<file path="config.mk">
export PLATFORM = sky130hd
export DESIGN_NAME = tlul_host_single
export DESIGN_NICKNAME = d
export VERILOG_FILES = /design/src/rtl/tlul_pkg.sv /design/src/rtl/tlul_cmd_intg_gen.sv /design/src/rtl/tlul_host_single.sv
export SDC_FILE = /design/constraint.sdc
export NUM_CORES = 1
export LEC_CHECK = 0
export CORE_MARGIN = 10
export CORE_UTILIZATION = 44
export CTS_CLUSTER_DIAMETER = 80
export DETAILED_ROUTE_END_ITERATION = 7
export PLACE_DENSITY_LB_ADDON = 0.2
export SYNTH_ARGS = -nofsm -noshare
export SYNTH_HDL_FRONTEND = slang
export SYNTH_SLANG_ARGS = --single-unit
</file>
<file path="constraint.sdc">
create_clock -name clk_i -period 7.1 [get_ports clk_i]
set_input_delay 1.065 -clock clk_i [delete_from_list [all_inputs] [get_ports clk_i]]
set_output_delay 1.065 -clock clk_i [all_outputs]
set_load 0.05 [all_outputs]
</file>
<file path="src/rtl/tlul_pkg.sv">
// tlul_pkg: TL-UL channel types, host FSM states, opcode helper and word-size constant
package tlul_pkg;

    localparam logic [1:0] TL_WORD_SIZE = 2'd2;

    typedef enum logic [2:0] {
        PutFullData    = 3'h0,
        PutPartialData = 3'h1,
        Get            = 3'h4
    } tl_a_op_e;

    typedef enum logic [2:0] {
        AccessAck     = 3'h0,
        AccessAckData = 3'h1
    } tl_d_op_e;

    typedef enum logic [1:0] {
        IDLE,
        ADDR,
        WAIT,
        DRAIN
    } tl_host_state_e;

    typedef struct packed {
        logic [3:0] instr_type;
        logic [6:0] cmd_intg;
        logic [6:0] data_intg;
    } tl_a_user_t;

    typedef struct packed {
        logic        a_valid;
        tl_a_op_e    a_opcode;
        logic [2:0]  a_param;
        logic [1:0]  a_size;
        logic [7:0]  a_source;
        logic [31:0] a_address;
        logic [3:0]  a_mask;
        logic [31:0] a_data;
        tl_a_user_t  a_user;
        logic        d_ready;
    } tl_h2d_t;

    typedef struct packed {
        logic        d_valid;
        logic [2:0]  d_opcode;
        logic [7:0]  d_source;
        logic [31:0] d_data;
        logic        d_error;
        logic        a_ready;
    } tl_d2h_t;

    function automatic tl_d_op_e exp_d_op(input logic we);
        return we ? AccessAck : AccessAckData;
    endfunction

endpackage

</file>
<file path="src/rtl/tlul_cmd_intg_gen.sv">
// tlul_cmd_intg_gen: 7-bit folded-parity integrity over the A-channel command and data
module tlul_cmd_intg_gen
    import tlul_pkg::*;
(
    input  logic [3:0]  instr_type,
    input  tl_a_op_e    opcode,
    input  logic [31:0] address,
    input  logic [3:0]  mask,
    input  logic [31:0] data,
    output logic [6:0]  cmd_intg,
    output logic [6:0]  data_intg
);

    function automatic logic [6:0] fold7(input logic [63:0] v);
        logic [6:0] r = '0;
        for (int i = 0; i < 64; i++) r[i % 7] = r[i % 7] ^ v[i];
        return r;
    endfunction

    assign cmd_intg  = fold7({21'd0, instr_type, opcode, mask, address});
    assign data_intg = fold7({32'd0, data});

endmodule

</file>
<file path="src/rtl/tlul_host_single.sv">
// tlul_host_single: single-outstanding TL-UL host adapter; TLUL_HOST_TIMEOUT_EN adds a response timeout
module tlul_host_single
    import tlul_pkg::*;
#(
    parameter int unsigned SourceId      = 0,
    parameter int unsigned TimeoutCycles = 64
) (
    input  logic        clk_i,
    input  logic        rst_i,
    input  logic        req_i,
    output logic        gnt_o,
    input  logic        we_i,
    input  logic [31:0] addr_i,
    input  logic [31:0] wdata_i,
    input  logic [3:0]  be_i,
    input  logic [3:0]  instr_type_i,
    output logic        rvalid_o,
    output logic [31:0] rdata_o,
    output logic        err_o,
    output logic        busy_o,
    output tl_h2d_t     tl_o,
    input  tl_d2h_t     tl_i
);

    localparam logic [7:0] SrcId = 8'(SourceId);

    tl_host_state_e state_q, state_d;
    logic           we_q;
    logic [29:0]    addr_q;
    logic [31:0]    wdata_q;
    logic [3:0]     be_q;
    logic [3:0]     itype_q;
    logic           rvalid_q;
    logic           err_q;
    logic [31:0]    rdata_q;
    logic           rsp_fire;
    logic           rsp_err;
    logic           abort;
    logic [6:0]     cmd_intg;
    logic [6:0]     data_intg;
    tl_a_op_e       a_op;
    logic           unused_addr;

    assign unused_addr = ^addr_i[1:0];

`ifdef TLUL_HOST_TIMEOUT_EN
    localparam int unsigned CntW = $clog2(TimeoutCycles + 1);
    logic [CntW-1:0] cnt_q;

    // count silent WAIT cycles, restarting while the request is still on the A channel
    always_ff @(posedge clk_i or posedge rst_i) begin
        if (rst_i) cnt_q <= '0;
        else if (state_q == ADDR) cnt_q <= '0;
        else if (state_q == WAIT && !tl_i.d_valid) cnt_q <= cnt_q + 1'b1;
    end

    assign abort = state_q == WAIT && !tl_i.d_valid && cnt_q == CntW'(TimeoutCycles - 1);
`else
    localparam int unsigned unused_timeout = TimeoutCycles;
    assign abort = 1'b0;
`endif

    assign rsp_fire = state_q == WAIT && tl_i.d_valid;
    assign rsp_err  = tl_i.d_error || tl_i.d_source != SrcId || tl_i.d_opcode != exp_d_op(we_q);
    assign a_op     = !we_q ? Get : (be_q == 4'hF ? PutFullData : PutPartialData);

    // state register
    always_ff @(posedge clk_i or posedge rst_i) begin
        if (rst_i) state_q <= IDLE;
        else state_q <= state_d;
    end

    // next state and grant; grant is only possible while idle
    always_comb begin
        state_d = state_q;
        gnt_o   = 1'b0;
        case (state_q)
            IDLE: begin
                gnt_o = req_i && !rst_i;
                if (req_i) state_d = ADDR;
            end
            ADDR:  if (tl_i.a_ready) state_d = WAIT;
            WAIT:  if (tl_i.d_valid) state_d = IDLE; else if (abort) state_d = DRAIN;
            DRAIN: if (tl_i.d_valid) state_d = IDLE;
            default: state_d = IDLE;
        endcase
    end

    // capture the request on grant so the A channel stays stable until accepted
    always_ff @(posedge clk_i or posedge rst_i) begin
        if (rst_i) begin
            we_q    <= 1'b0;
            addr_q  <= '0;
            wdata_q <= '0;
            be_q    <= '0;
            itype_q <= '0;
        end else if (state_q == IDLE && req_i) begin
            we_q    <= we_i;
            addr_q  <= addr_i[31:2];
            wdata_q <= wdata_i;
            be_q    <= be_i;
            itype_q <= instr_type_i;
        end
    end

    // register the response (or timeout abort) and pulse rvalid for one cycle
    always_ff @(posedge clk_i or posedge rst_i) begin
        if (rst_i) begin
            rvalid_q <= 1'b0;
            err_q    <= 1'b0;
            rdata_q  <= '0;
        end else begin
            rvalid_q <= rsp_fire || abort;
            if (rsp_fire) begin
                err_q   <= rsp_err;
                rdata_q <= (!we_q && !rsp_err) ? tl_i.d_data : '0;
            end else if (abort) begin
                err_q   <= 1'b1;
                rdata_q <= '0;
            end
        end
    end

    tlul_cmd_intg_gen u_intg (
        .instr_type (itype_q),
        .opcode     (a_op),
        .address    ({addr_q, 2'b00}),
        .mask       (we_q ? be_q : 4'hF),
        .data       (wdata_q),
        .cmd_intg   (cmd_intg),
        .data_intg  (data_intg)
    );

    // drive the A channel from captured fields and d_ready while a response is awaited
    always_comb begin
        tl_o                   = '0;
        tl_o.a_valid           = state_q == ADDR;
        tl_o.a_opcode          = a_op;
        tl_o.a_param           = 3'd0;
        tl_o.a_size            = TL_WORD_SIZE;
        tl_o.a_source          = SrcId;
        tl_o.a_address         = {addr_q, 2'b00};
        tl_o.a_mask            = we_q ? be_q : 4'hF;
        tl_o.a_data            = wdata_q;
        tl_o.a_user.instr_type = itype_q;
        tl_o.a_user.cmd_intg   = cmd_intg;
        tl_o.a_user.data_intg  = data_intg;
        tl_o.d_ready           = state_q == WAIT || state_q == DRAIN;
    end

    assign rvalid_o = rvalid_q;
    assign err_o    = err_q;
    assign rdata_o  = rdata_q;
    assign busy_o   = state_q != IDLE;

endmodule

</file>
; Yosys cells after proc, flatten, opt, wreduce, memory -nomap -nowiden
; Index checks and enable logic that the tools add are counted.
; W data, S select, Z words.
[totals]
reg_bits = 107
latch_bits = 0
ramBits = 0
mem_bits_ro = 0
input_bits = 122
output_inout_bits = 140
word_cells = 101
mem_count = 0
[op_classes]
addsub = 0
n_mul = 0
div_mod_pow = 0
n_lt_le_gt_ge = 0
eq_ne = 8
shifts = 0
mux = 10
bitwise = 59
n_reduce_logical = 15
[op_table]
columns = op, count
row1 = $xor A1 B1 Y1, 59
row2 = $mux W32, 1
row3 = $reduce_bool A8 Y1, 1
row4 = $mux W2, 3
row5 = $pmux W2 S3, 1
row6 = $eq A2 B2 Y1 const B, 2
row7 = $eq A4 B4 Y1 const B, 1
row8 = $logic_and A1 B1 Y1, 4
row9 = $mux W4, 1
row10 = $ne A2 B1 Y1 const B, 2
row11 = $logic_not A1 Y1, 3
row12 = $logic_or A1 B1 Y1, 3
row13 = $mux W1, 3
row14 = $mux W3, 1
row15 = $ne A3 B1 Y1, 1
row16 = $reduce_and A3 Y1, 1
row17 = $eq A2 B1 Y1 const B, 1
row18 = $logic_not A2 Y1, 1
row19 = $ne A2 B2 Y1 const B, 1
row20 = $reduce_bool A2 Y1, 1
row21 = $reduce_or A2 Y1, 1

; Depth between registers and ports, before layout
; Gate-level depths: netlist (run 1).
[logic_depth]
ltp_word = 6
mapped_depth = 6
mapped_depth_nobuf = 4

; By module
; From an unflattened synthesis (run 1), not the netlist that was laid out.
[hier_totals]
hier_cells = 390
area_unflattened_um2 = 4951.0
[by_module_without_submodules]
columns = module, instances, cells_per_inst, area_per_inst_um2, seq_area_each_um2
row1 = tlul_host_single, 1, 341, 4356.7, 2677.6
row2 = tlul_cmd_intg_gen, 1, 49, 594.3, 0.0

; Worst setup path after synthesis (run 1)
; No wires, ideal clock.
[synth_path]
path_type = register -> output
from = register we_q
to = output tl_o[9] in the netlist's numbering
arrival_ns = 2.444
required_time_ns = 6.035
slack_ns = 3.591
path_stages_with_launch = 5
n_path_buf = 1
cell_sequence = dfrtp_1 > clkbuf_1 > inv_1 > a41oi_1 > xnor2_1
[synth_rtl]
columns = item, line_no
row1 = "start, declared", tlul_host_single.sv:28  ; logic we_q;
row2 = "start signal, assigned", tlul_host_single.sv:98  ; we_q <= we_i;
row3 = "end, declared", tlul_host_single.sv:21  ; output tl_h2d_t tl_o,

; Worst setup path in the final report (run 1)
[layout_path]
from = input req_i
to = output gnt_o
[layout_between]
elab_chain_len = 2
[layout_lines]
columns = item, line_no
row1 = "start, declared", tlul_host_single.sv:10  ; input logic req_i,
row2 = $logic_and A1 B1 Y1, tlul_host_single.sv:79  ; gnt_o = req_i && !rst_i;
row3 = $mux W1, tlul_host_single.sv:77  ; case (state_q)
row4 = "end, declared", tlul_host_single.sv:11  ; output logic gnt_o,
; No other way between the ends.

==> qor.csv, run 1 <==
stage,metric,value,unit
finish,drive_gt1_share,14.31,%
timing,period_minus_slack,3.812,ns
synthesis,synthCells,400,
cts,post_cts_resized,0,
setup_path,r2r_setup_slack,4.56,ns
synthesis,yosysWarnings,0,
floorplanning,initial_utilization,45.20,%
global_routing,antenna_found_initial,0,
route,drc,0,
timing,max_freq,262.4,MHz
finish,final_cell_mix,"clkdlybuf4s50_1 (243), dfrtp_1 (107), mux2_4 (70)",
cts,cts_buffers,9,
cts,clockBufferDepth,2,
global_routing,grt_max_degree,74,
synthesis,avgSynthCellArea,13.01,sq um
floorplanning,row_count,39,
cts,htree_levels,3,
timing,fin_skew,0.007841,ns
finish,area_growth,50.29,%
setup_path,worst_ep_arrival_time,2.75,ns
setup_path,path_max_fanout,2,
cts,cts_setup_buffers,0,
setup_path,crit_type,in2out,
finish,n_antenna_cell,0,
floorplanning,die-area,16580,sq um
route,viasPerCell,4.888,
global_routing,grt_pass1_vias,4101,
place,dp_hpwl,11750,um
route,ant_nets,0,
timing,timing.final.crit_share,53.68,%
worst_hold_path,min_path_type,reg2reg,
run,drv_cap,0,
global_routing,grt_first_pass_wirelength,23630,um
finish,final_common_cell,clkdlybuf4s50_1,
timing,slew_headroom,14.86,%
setup_path,cp-start-kind,input port,
route,wl_per_cell,19.73,um
synthesis,yosysUniqueCellTypes,28,
route,vias,3808,
cts,holdBufCountCts,0,
place,place_congestion,0.7155,
synthesis,seq_area_frac_synth,51.44,%
route,drtPass1Iterations,6,
cts,root_buffer,clkbuf_16,
timing,tightest_slew,1.271,ns
cts,clk_pin_slew,0.07,ns
global_routing,track_usage,18.30,%
floorplanning,pin_count,262,
timing,drv_slew,0,
cts,clock-sinks,107,
timing,finalSetupViolCount,0,
floorplanning,dieHeight,128.8,um
cts,cts_tree,done,
floorplanning,die_x,128.8,um
finish,num-nets-final,754,
route,wirelength,15370,um
place,port_buffers,243,
timing,fin_tns_setup,0,ns
route,detail_route.iter0.violations,212,
timing,final-hold-violation-count,0,
timing,rsz0062_at_grt,no,
cts,clk_latency,0.36,ns
setup_path,cp-end-kind,output pin,
setup_path,cp_data_required_time,6.03,ns
outcome,status,finished clean,
synthesis,ys_seq_elements,107,
synthesis,syn_area,5205,sq um
floorplanning,core_area,11520,sq um
global_routing,overflow,0,
-- logic make-up (layout without fill, tap and decap cells) --
family	Yosys count	count (layout)	synth area share, %
AO/OA/AOI/OAI	37	37	3.726
multiplexers	72	72	20.60
buffers and inverters	43	265	6.731
flip-flops	107	107	51.44
AND/OR/NAND/NOR	81	81	7.596
XOR/XNOR	58	58	9.760
other	2	16	0.1443
-- worst paths after layout --
path                                    startpoint                 endpoint  depth (start not counted)
min reg2reg                rdata_o[25]$_DFFE_PP0P_  rdata_o[25]$_DFFE_PP0P_                          2
max in group asynchronous                    rst_i   itype_q[2]$_DFFE_PP0P_                          3
min in group asynchronous                    rst_i  rdata_o[19]$_DFFE_PP0P_                          2
max reg2reg                 state_q[1]$_DFFE_PP0P_   addr_q[13]$_DFFE_PP0P_                          4
min                        rdata_o[25]$_DFFE_PP0P_  rdata_o[25]$_DFFE_PP0P_                          2
max                                          req_i                    gnt_o                          4
-- routing by layer --
metal	GRT usage, %	share of wire [%]
met1	20.78	39
met2	30.01	49
met3	9.979	11
met4	3.612	1.1
met5	0	0
-- cells in the mapped netlist, drive strengths merged --
master | number | area share, %
mux2i | 1 | 0.19
nor3 | 2 | 0.19
nand2 | 34 | 2.5
nor2b | 3 | 0.36
nor4 | 2 | 0.24
inv | 3 | 0.22
buf | 30 | 5.8
nor2 | 1 | 0.38
nand2b | 4 | 0.48
xnor2 | 51 | 8.6
o21ai | 34 | 3.3
o22ai | 1 | 0.12
dfrtp | 107 | 51
nand3b | 1 | 0.14
nand3 | 33 | 3.2
clkbuf | 9 | 0.65
mux2 | 71 | 20
or2 | 1 | 0.17
conb | 2 | 0.14
o22a | 1 | 0.17
xor2 | 7 | 1.2
clkinv | 1 | 0.072
a41oi | 1 | 0.17
-- critical path, stage by stage --
cell	delay [ns]
clkdlybuf4s50_1	0.48
inv_1	0.11
nor3_1	0.23
clkdlybuf4s50_1	0.86
-- registers in the layout (all words and copies together) (netlist names) --
| signal | flops |
|---|---|
| err_o | 1 |
| rdata_o | 32 |
| be_q | 4 |
| state_q | 2 |
| wdata_q | 32 |
| we_q | 1 |
| rvalid_o | 1 |
| addr_q | 30 |
| itype_q | 4 |
-- per-stage QoR --
step	setup WS (ns)	util, %	cells	instance area, sq um	hold slack [ns]
after floorplan	3.218	-	414	5258	0.4946
after global placement	3.354	65.66	764	7561	0.4603
after detailed placement	3.266	65.66	764	7561	0.4696
after CTS	3.276	67.93	779	7823	0.4862
after global routing	3.252	67.93	779	7823	0.5106
final	3.288	67.93	779	7823	0.4803
-- layout make-up --
type	count	area, sq um
well taps	143	178.9
inverters	4	17.52
clock buffers	11	232.7
clock inverters	4	28.78
flip-flops and latches	107	2678
multi-input cells	264	2232
fillers	878	3694
repair buffers	246	2455
Power of run 1 is not shown: default switching activity piles up to over one toggle a cycle in this logic, so the estimate is an artifact.
==> run 2, diff against run 1 <==
CORE_UTILIZATION = 37   (was 44)
clock period = 3.2 ns   (was 7.1 ns; I/O delays follow)
==> run 2 against run 1 <==
  * Worst hold slack worse by 0.0027 ns
  * Final cell count up 5.3%
  * Clock skew about the same
  * Worst setup slack worse by 2.9 ns
  * Register-to-register slack worse by 3.3 ns
  * Flip-flop and latch count unchanged
  * Non-clock buffer count up 5
  * Critical path type is now reg2out
==> qor.csv, run 2 (synthesis gave the netlist of run 1 again) <==
stage,metric,value,unit
finish,area_growth,53.08,%
setup_path,cp_data_required_time,2.72,ns
floorplanning,dieHeight,138.6,um
global_routing,grt_first_pass_wirelength,24670,um
cts,cts_setup_buffers,0,
outcome,status,finished clean,
floorplanning,initial_utilization,37.64,%
setup_path,cpMostUsedCell,xnor2_1,
finish,n_antenna_cell,0,
timing,timing.final.crit_share,87.25,%
finish,num-nets-final,759,
cts,clk_latency,0.35,ns
setup_path,worst_ep_arrival_time,2.31,ns
cts,holdBufCountCts,0,
route,viasPerCell,4.627,
route,wl_per_cell,19.07,um
setup_path,cp-end-kind,output pin,
cts,post_cts_resized,0,
global_routing,met2_usage,27.21,%
place,place_congestion,0.7850,
setup_path,worst-path-buf-inv,1,
floorplanning,core_area,13830,sq um
global_routing,overflow,0,
finish,final_cell_mix,"clkdlybuf4s50_1 (243), dfrtp_1 (107), mux2_4 (70)",
setup_path,slowest_delay,0.83,ns
floorplanning,die_x,138.6,um
finish,regArea,2678,sq um
worst_hold_path,min_path_type,reg2reg,
finish,final_area,7968,sq um
cts,cts_buffers,9,
timing,finalSetupViolCount,0,
timing,fin_skew,0.008261,ns
route,detail_route.iter0.violations,164,
finish,fillers,1146,
timing,tightest_slew,0.9523,ns
setup_path,cp-start-kind,flip-flop,
timing,fin_tns_setup,0,ns
timing,fin_hold_ws,0.4777,ns
setup_path,crit_slowest_cell,clkdlybuf4s50_1,
global_routing,track_usage,16.07,%
timing,drv_slew,0,
route,wirelength,15640,um
cts,cts_tree,done,
route,ant_nets,0,
timing,period_minus_slack,2.792,ns
floorplanning,pin_count,262,
setup_path,path_max_fanout,9,
place,port_buffers,243,
global_routing,grt_pass1_vias,4126,
global_routing,met1_usage,17.39,%
finish,multiInputGateArea,2232,sq um
cts,clockBufferDepth,2,
run,drv_cap,0,
cts,root_buffer,clkbuf_16,
route,drc,0,
cts,clock-sinks,107,
timing,rsz0062_at_grt,no,
finish,drive_gt1_share,14.84,%
timing,max_freq,358.2,MHz
timing,final-hold-violation-count,0,
setup_path,crit_type,reg2out,
route,drtPass1Iterations,4,
setup_path,critPathTopFamily,buffers and inverters,
floorplanning,die-area,19210,sq um
cts,clk_pin_slew,0.07,ns
finish,fin_util,57.62,%
global_routing,grt_util_met3,7.397,%
global_routing,antenna_found_initial,0,
place,dp_hpwl,12150,um
finish,final_common_cell,clkdlybuf4s50_1,
global_routing,grt_max_degree,52,
floorplanning,row_count,43,
global_routing,busiest_layer,met2,
timing,slew_headroom,36.12,%
cts,htree_levels,3,
setup_path,crit_chain,"nand2b_1, xnor2_1, xnor2_1, clkdlybuf4s50_1",
route,vias,3794,
place,dpl_cell_area,7684,sq um
==> run 2: metal layers <==
metal	share of wire, %	wire (um)	vias up
met5	0	0	-
met4	1.7	261	0
met3	10	1628	15
met2	50	7829	144
met1	38	5918	1852
li1	-	-	1783
==> run 2: area by class of cell <==
| type | count | area share (%) |
|---|---|---|
| well taps | 180 | 2.827 |
| multi-input cells | 264 | 28.02 |
| clock buffers | 12 | 3.094 |
| inverters | 4 | 0.2356 |
| repair buffers | 251 | 31.75 |
| flip-flops and latches | 107 | 33.61 |
| clock inverters | 2 | 0.4711 |
==> run 2: tightest hold or removal path, delay by kind of cell, from the launching register on <==
family | cells | cell delay [ns]
AO/OA/AOI/OAI | 1 | 0.06
flip-flops | 1 | 0.34
AND/OR/NAND/NOR | 1 | 0.04
==> run 2: path summary, 6_finish.rpt <==
| path | slack (ns) | startpoint | end | depth (start not counted) |
|---|---|---|---|---|
| worst min-delay path | 0.48 | rdata_o[30]$_DFFE_PP0P_ | rdata_o[30]$_DFFE_PP0P_ | 2 |
| worst min register to register | 0.48 | rdata_o[30]$_DFFE_PP0P_ | rdata_o[30]$_DFFE_PP0P_ | 2 |
| max in group asynchronous | 1.77 | rst_i | addr_q[2]$_DFFE_PP0P_ | 3 |
| worst max register to register | 1.23 | state_q[1]$_DFFE_PP0P_ | err_o$_DFFE_PP0P_ | 3 |
| worst max-delay path | 0.41 | we_q$_DFFE_PP0P_ | tl_o[12] | 4 |
| min in group asynchronous | 0.64 | rst_i | state_q[0]$_DFFE_PP0P_ | 2 |
==> run 2: metrics by stage <==
step | worst slack [ns] | instances
2_1_floorplan | 0.2756 | 414
6_report | 0.4079 | 820
3_3_place_gp | 0.6074 | 806
5_1_grt | 0.2726 | 820
4_1_cts | 0.3736 | 820
3_5_place_dp | 0.6126 | 806
Power of run 2 is left out for the same reason.
